### src/rtl/pdu_pkg.sv
// Shared types and defaults for the debug-unit run controller and its button front end.
package pdu_pkg;

   typedef enum logic [1:0] {
      StPause  = 2'd0,
      StStep   = 2'd1,
      StRun    = 2'd2,
      StInWait = 2'd3
   } run_state_e;

   localparam int unsigned DbWDefault      = 16;
   localparam logic [15:0] DbCyclesDefault = 16'd50000;

endpackage

### src/rtl/btn_pulse.sv
// Front-panel button conditioner: 2-FF synchronizer, stable-level debounce, and a
// registered one-cycle pulse on each accepted press.
module btn_pulse
   import pdu_pkg::*;
#(
   parameter int unsigned     DB_W      = DbWDefault,
   parameter logic [DB_W-1:0] DB_CYCLES = DB_W'(DbCyclesDefault)
) (
   input  logic clk_i,
   input  logic rst_i,
   input  logic btn_i,
   output logic pulse_o
);

   logic            sync1_q, sync2_q;
   logic            stable_q, stable_d, stable_prev_q;
   logic            pulse_q;
   logic [DB_W-1:0] cnt_q, cnt_d;

   // The accepted level flips only after DB_CYCLES consecutive samples disagree with it.
   always_comb begin
      cnt_d    = '0;
      stable_d = stable_q;
      if (sync2_q != stable_q) begin
         if (cnt_q == DB_CYCLES - 1'b1) begin
            stable_d = sync2_q;
         end else begin
            cnt_d = cnt_q + 1'b1;
         end
      end
   end

   always_ff @(posedge clk_i) begin
      if (rst_i) begin
         sync1_q       <= 1'b0;
         sync2_q       <= 1'b0;
         cnt_q         <= '0;
         stable_q      <= 1'b0;
         stable_prev_q <= 1'b0;
         pulse_q       <= 1'b0;
      end else begin
         sync1_q       <= btn_i;
         sync2_q       <= sync1_q;
         cnt_q         <= cnt_d;
         stable_q      <= stable_d;
         stable_prev_q <= stable_q;
         pulse_q       <= stable_q & ~stable_prev_q;
      end
   end

   assign pulse_o = pulse_q;

endmodule

### src/rtl/pdu_run_ctrl.sv
// Debug-unit execution sequencer: drives the CPU clock-enable for pause, single-step,
// continuous run, PC breakpoints and operator-confirmed IO input reads.
module pdu_run_ctrl
   import pdu_pkg::*;
#(
   parameter int unsigned     DB_W      = DbWDefault,
   parameter logic [DB_W-1:0] DB_CYCLES = DB_W'(DbCyclesDefault)
) (
   input  logic        clk,
   input  logic        rst,
   input  logic        step,
   input  logic        cont,
   input  logic        ent,
   input  logic        brk_en,
   input  logic [31:0] brk_addr,
   input  logic [31:0] pc,
   input  logic        io_rd,
   output logic        cpu_en,
   output logic        pause,
   output logic        in_wait,
   output logic        brk_hit,
   output logic [31:0] cyc_cnt
);

   logic step_p, cont_p, ent_p;

   btn_pulse #(.DB_W(DB_W), .DB_CYCLES(DB_CYCLES)) u_step_pulse (
      .clk_i  (clk),
      .rst_i  (rst),
      .btn_i  (step),
      .pulse_o(step_p)
   );

   btn_pulse #(.DB_W(DB_W), .DB_CYCLES(DB_CYCLES)) u_cont_pulse (
      .clk_i  (clk),
      .rst_i  (rst),
      .btn_i  (cont),
      .pulse_o(cont_p)
   );

   btn_pulse #(.DB_W(DB_W), .DB_CYCLES(DB_CYCLES)) u_ent_pulse (
      .clk_i  (clk),
      .rst_i  (rst),
      .btn_i  (ent),
      .pulse_o(ent_p)
   );

   run_state_e  state_q;
   logic        ret_run_q, in_vld_q, skip_brk_q, brk_hit_q;
   logic [31:0] cyc_q, cyc_d;
   logic        brk_match, io_stall;

   always_comb begin
      brk_match = brk_en & (pc == brk_addr) & ~skip_brk_q;
      io_stall  = io_rd & ~in_vld_q;
      cpu_en    = 1'b0;
      case (state_q)
         StRun:   cpu_en = ~brk_match & ~io_stall;
         StStep:  cpu_en = ~io_stall;
         default: cpu_en = 1'b0;
      endcase
      cyc_d = cyc_q + 32'(cpu_en);
   end

   always_ff @(posedge clk) begin
      if (rst) begin
         state_q    <= StPause;
         ret_run_q  <= 1'b0;
         in_vld_q   <= 1'b0;
         skip_brk_q <= 1'b0;
         brk_hit_q  <= 1'b0;
         cyc_q      <= '0;
      end else begin
         cyc_q <= cyc_d;
         // Any committed instruction consumes the confirmed input and the breakpoint skip.
         if (cpu_en) begin
            skip_brk_q <= 1'b0;
            if (io_rd) begin
               in_vld_q <= 1'b0;
            end
         end
         case (state_q)
            StPause: begin
               if (cont_p) begin
                  state_q    <= StRun;
                  skip_brk_q <= 1'b1;
                  brk_hit_q  <= 1'b0;
               end else if (step_p) begin
                  state_q   <= StStep;
                  brk_hit_q <= 1'b0;
               end
            end
            StStep: begin
               if (io_stall) begin
                  state_q   <= StInWait;
                  ret_run_q <= 1'b0;
               end else begin
                  state_q <= StPause;
               end
            end
            StRun: begin
               if (cont_p) begin
                  state_q <= StPause;
               end else if (brk_match) begin
                  state_q   <= StPause;
                  brk_hit_q <= 1'b1;
               end else if (io_stall) begin
                  state_q   <= StInWait;
                  ret_run_q <= 1'b1;
               end
            end
            StInWait: begin
               if (ent_p) begin
                  in_vld_q <= 1'b1;
                  state_q  <= ret_run_q ? StRun : StStep;
               end else if (cont_p) begin
                  state_q <= StPause;
               end
            end
            default: state_q <= StPause;
         endcase
      end
   end

   assign pause   = (state_q != StRun);
   assign in_wait = (state_q == StInWait);
   assign brk_hit = brk_hit_q;
   assign cyc_cnt = cyc_q;

endmodule

### config.mk
export PLATFORM = sky130hd
export DESIGN_NAME = pdu_run_ctrl
export DESIGN_NICKNAME = d
export VERILOG_FILES = /design/src/rtl/pdu_pkg.sv /design/src/rtl/btn_pulse.sv /design/src/rtl/pdu_run_ctrl.sv
export SDC_FILE = /design/constraint.sdc
export NUM_CORES = 1
export LEC_CHECK = 0
export CORE_UTILIZATION = 40
export CTS_CLUSTER_SIZE = 30
export DETAILED_ROUTE_END_ITERATION = 7
export GPL_ROUTABILITY_DRIVEN = 1
export PLACE_DENSITY = 0.77
export SYNTH_ARGS = -nofsm -noshare
export SYNTH_HDL_FRONTEND = slang
export SYNTH_SLANG_ARGS = --single-unit
### constraint.sdc
create_clock -name clk -period 3.05 [get_ports clk]
set_clock_uncertainty 0.1 [all_clocks]
set_input_delay 0.915 -clock clk [delete_from_list [all_inputs] [get_ports clk]]
set_output_delay 0.915 -clock clk [all_outputs]
set_load 0.02 [all_outputs]
==> impl_metrics.ini <==
[outcome]
status = finished, violations left
violations = setup timing

[floorplan]
die_w_um = 111
start_util = 0.413
die-area_um2 = 12300
io_pins = 107
die_height_um = 111
rows = 39
coreArea_um2 = 11500

[finish]
final_area_um2 = 6590
finalNetCount = 752
area_delta_synth_final_pct = 38.7
diodes = 0
drive_gt1_frac = 0.247

[worst_setup_path]
ff2ff_path_depth = 15
cp.arrival_ps = 2170
critPathCaptureType = output port
start_kind = input pin
r2r-end = cyc_cnt[22]
reg2reg_setup_slack_ps = 150
crit_start = pc[8]
cp_slowest_cell = nor4_2
worstPathRequired_ps = 2030
cp_slowest_stage_delay_ps = 260
cp_cell_sequence = buf_2 > xor2_2 > nor4_2 > and3_4 > nand3_2 > o21a_2 > buf_6
critical_path_class = input pin to output port
r2r-start = state_q[0]
cp_max_fo = 2

[route]
drtIter0Drc = 192
drc_errors = 0
dr_total_vias = 4049
antenna_left = 0
wl_mm = 11.0
dr.pass1.iters = 4
wl_per_cell_um = 13.4
viasPerCell = 4.94

[cts]
cts_buffers = 9
cts_root_buf = clkbuf_16
clk_pin_slew_ps = 60
hold_buffers = 0
cts_tree = done
cts.sinks = 101
clock_latency_ps = 340
clk_path_buf_depth = 2
htreeDepth = 3

[worst_hold_path]
min_path_type = flop to flop
whs_path_depth = 1
hold_path_end = u_cont_pulse.pulse_o
min-delay-start = u_cont_pulse.stable_prev_q

[global_route]
gr-total-overflow = 0
grt_max_degree = 33
first_global_vias = 4098
grt_first_pass_wirelength_mm = 18.0
grt_use_total = 0.178
antenna_found_initial = 0

[power_and_ir_drop]
swShare = 0.248
vdd_ir_drop_max_v = 0.000241
switching_power_w = 0.000724
clockPowerShare = 0.395
power_frac_seq = 0.465
powerDensity_nw_per_um2 = 442
p_leak_nw = 2.50
combPwrFrac = 0.140
internal-power_w = 0.00219

[yosys]
synth-compound-area-share = 0.0361
yosys.area.top_type = dfxtp_1
async_reset_ff_frac = 0
synth-simple-area-share = 0.295
synth.area.mux_share = 0.00843
netlist_top_cells_area = dfxtp_1 (43%), xor2_1 (10%), xnor2_1 (9.2%)
synthesis.nets = 614
synth_area_um2 = 4750
synth_edf_count = 0
synth.avg_cell_area_um2 = 8.90
synthAdderAreaFrac = 0.0237
synth_top_area_frac = 0.426
synth_top_family_by_area = simple AND/OR/NAND/NOR gates
synthFlopType = dfxtp_1
synth_seq_area_share = 0.426
ys_warn_count = 0
synth_cell_types = 45
synthCells = 534
synthXorXnorAreaFrac = 0.192
ys_ff_latch = 101

[sta]
rsz0062_at_grt = yes
fin_ws_ps = -133
worst-slew-pin-transition_ps = 505
slew_headroom = 0.663
tns_ps = -213
final-setup-viol-count = 3
post-route-period-util = 1.04
hold_viol = 0
finalMaxSlewViolations = 0
fmax_ghz = 0.314
post-route-min-period_ps = 3180
whs_ps = 298

[placement]
hpwlAfterDp_mm = 7.69
io_buffers = 106
place_area_um2 = 6120
gp_congestion = 0.813

[flow_run]
maxCapViolations = 0
[how the worst max path moves through the flow]
stage / cells past startpoint / end
finish: 7 / cpu_en
global route: 7 / cpu_en
CTS: 7 / cpu_en
detailed placement: 7 / cpu_en
global placement: 7 / cpu_en
floorplan: 11 / cyc_cnt[17]
[stage by stage]
stage | total power, W | cells | utilization | setup slack (ps)
final | 0.00291 | 820 | 0.572 | -133
after detailed placement | 0.00177 | 789 | 0.531 | -922
after global routing | 0.00304 | 820 | 0.572 | -184
after global placement | 0.00175 | 789 | 0.531 | -884
after CTS | 0.00291 | 813 | 0.558 | -114
after floorplan | 0.00159 | 534 | - | -44.7
[cell families (layout without fill, tap and decap cells)]
family	count (synthesis)	after routing
compound gates	27	27
xor+xnor	104	104
fa+ha+maj	9	9
buf+inv	21	164
flops	101	101
mux	4	4
simple gates	268	268
[Yosys cell counts (4+ instances only)]
cell type and n:
a21oi_1 12, and3_1 22, and4_1 5, clkbuf_1 5, dfxtp_1 101, ha_1 9
inv_1 9, mux2i_1 4, nand2_1 45, nand2b_1 5, nand3_1 24, nand4_1 15
nor2_1 95, nor2b_1 18, nor3_1 6, nor3_2 6, nor4_1 7, o21ai_0 5
or3_1 5, xnor2_1 50, xor2_1 54
[what timing repair did]
action | 4_1_cts | 5_1_grt
pin swaps | 44 | 38
gates cloned | 0 | 0
buffers inserted | 8 | 7
setup endpoints to repair | 28 | 23
gates resized for setup | 205 | 67
[power groups by stage]
stage               clock (W)  sequential [W]  combinational (W)
floorplan                   0         0.00139           0.000205
global placement            0         0.00138           0.000370
detailed placement          0         0.00139           0.000380
finish                0.00115         0.00136           0.000408
global route          0.00123         0.00136           0.000446
CTS                   0.00117         0.00136           0.000382
[worst max-delay path, delay by kind of cell]
kind / cells / cell delay [ps]
AOI/OAI and AO/OA: 1 / 240
xor gates and xnor gates: 1 / 180
buffers and inverters: 2 / 240
and+or+nand+nor: 3 / 580
[sequential cells by signal, summed over array words and instances (netlist names), 2 cells and up]
name	count
state_q	2
u_cont_pulse.cnt_q	16
u_step_pulse.cnt_q	16
cyc_cnt	32
u_ent_pulse.cnt_q	16
[layout by cell type, fill, tap and decap left out, types with 6 or more instances in the layout]
cell type,netlist,routed
a21oi_1,12,12
and3_1,22,19
buf_2,2,26
buf_4,2,29
buf_6,0,15
clkbuf_16,0,9
clkbuf_2,0,20
clkdlybuf4s15_1,0,6
clkdlybuf4s50_1,0,38
dfxtp_1,101,101
ha_1,9,7
inv_1,9,9
nand2_1,45,41
nand3_1,24,19
nand4_1,15,15
nor2_1,95,93
nor2b_1,18,17
nor3_1,6,6
xnor2_1,50,37
xnor2_2,0,13
xor2_1,54,42
xor2_2,0,12
[per-layer routing]
| metal | GRT usage | routed length (um) | up-vias |
|---|---|---|---|
| met4 | 0.0557 | 148 | 0 |
| li1 | - | - | 2055 |
| met2 | 0.322 | 5840 | 63 |
| met5 | 0 | 0 | - |
| met3 | 0.0366 | 320 | 15 |
| met1 | 0.208 | 4700 | 1916 |
[layout make-up]
| class | count | area, um2 |
|---|---|---|
| fillers | 981 | 4930 |
| multi-input cells | 412 | 2950 |
| flip-flops and latches | 101 | 2020 |
| repair buffers | 139 | 1110 |
| clock buffers | 10 | 229 |
| well taps | 143 | 179 |
| clock inverters | 6 | 70.1 |
| inverters | 9 | 33.8 |
Power figures use the tool's default switching activity.
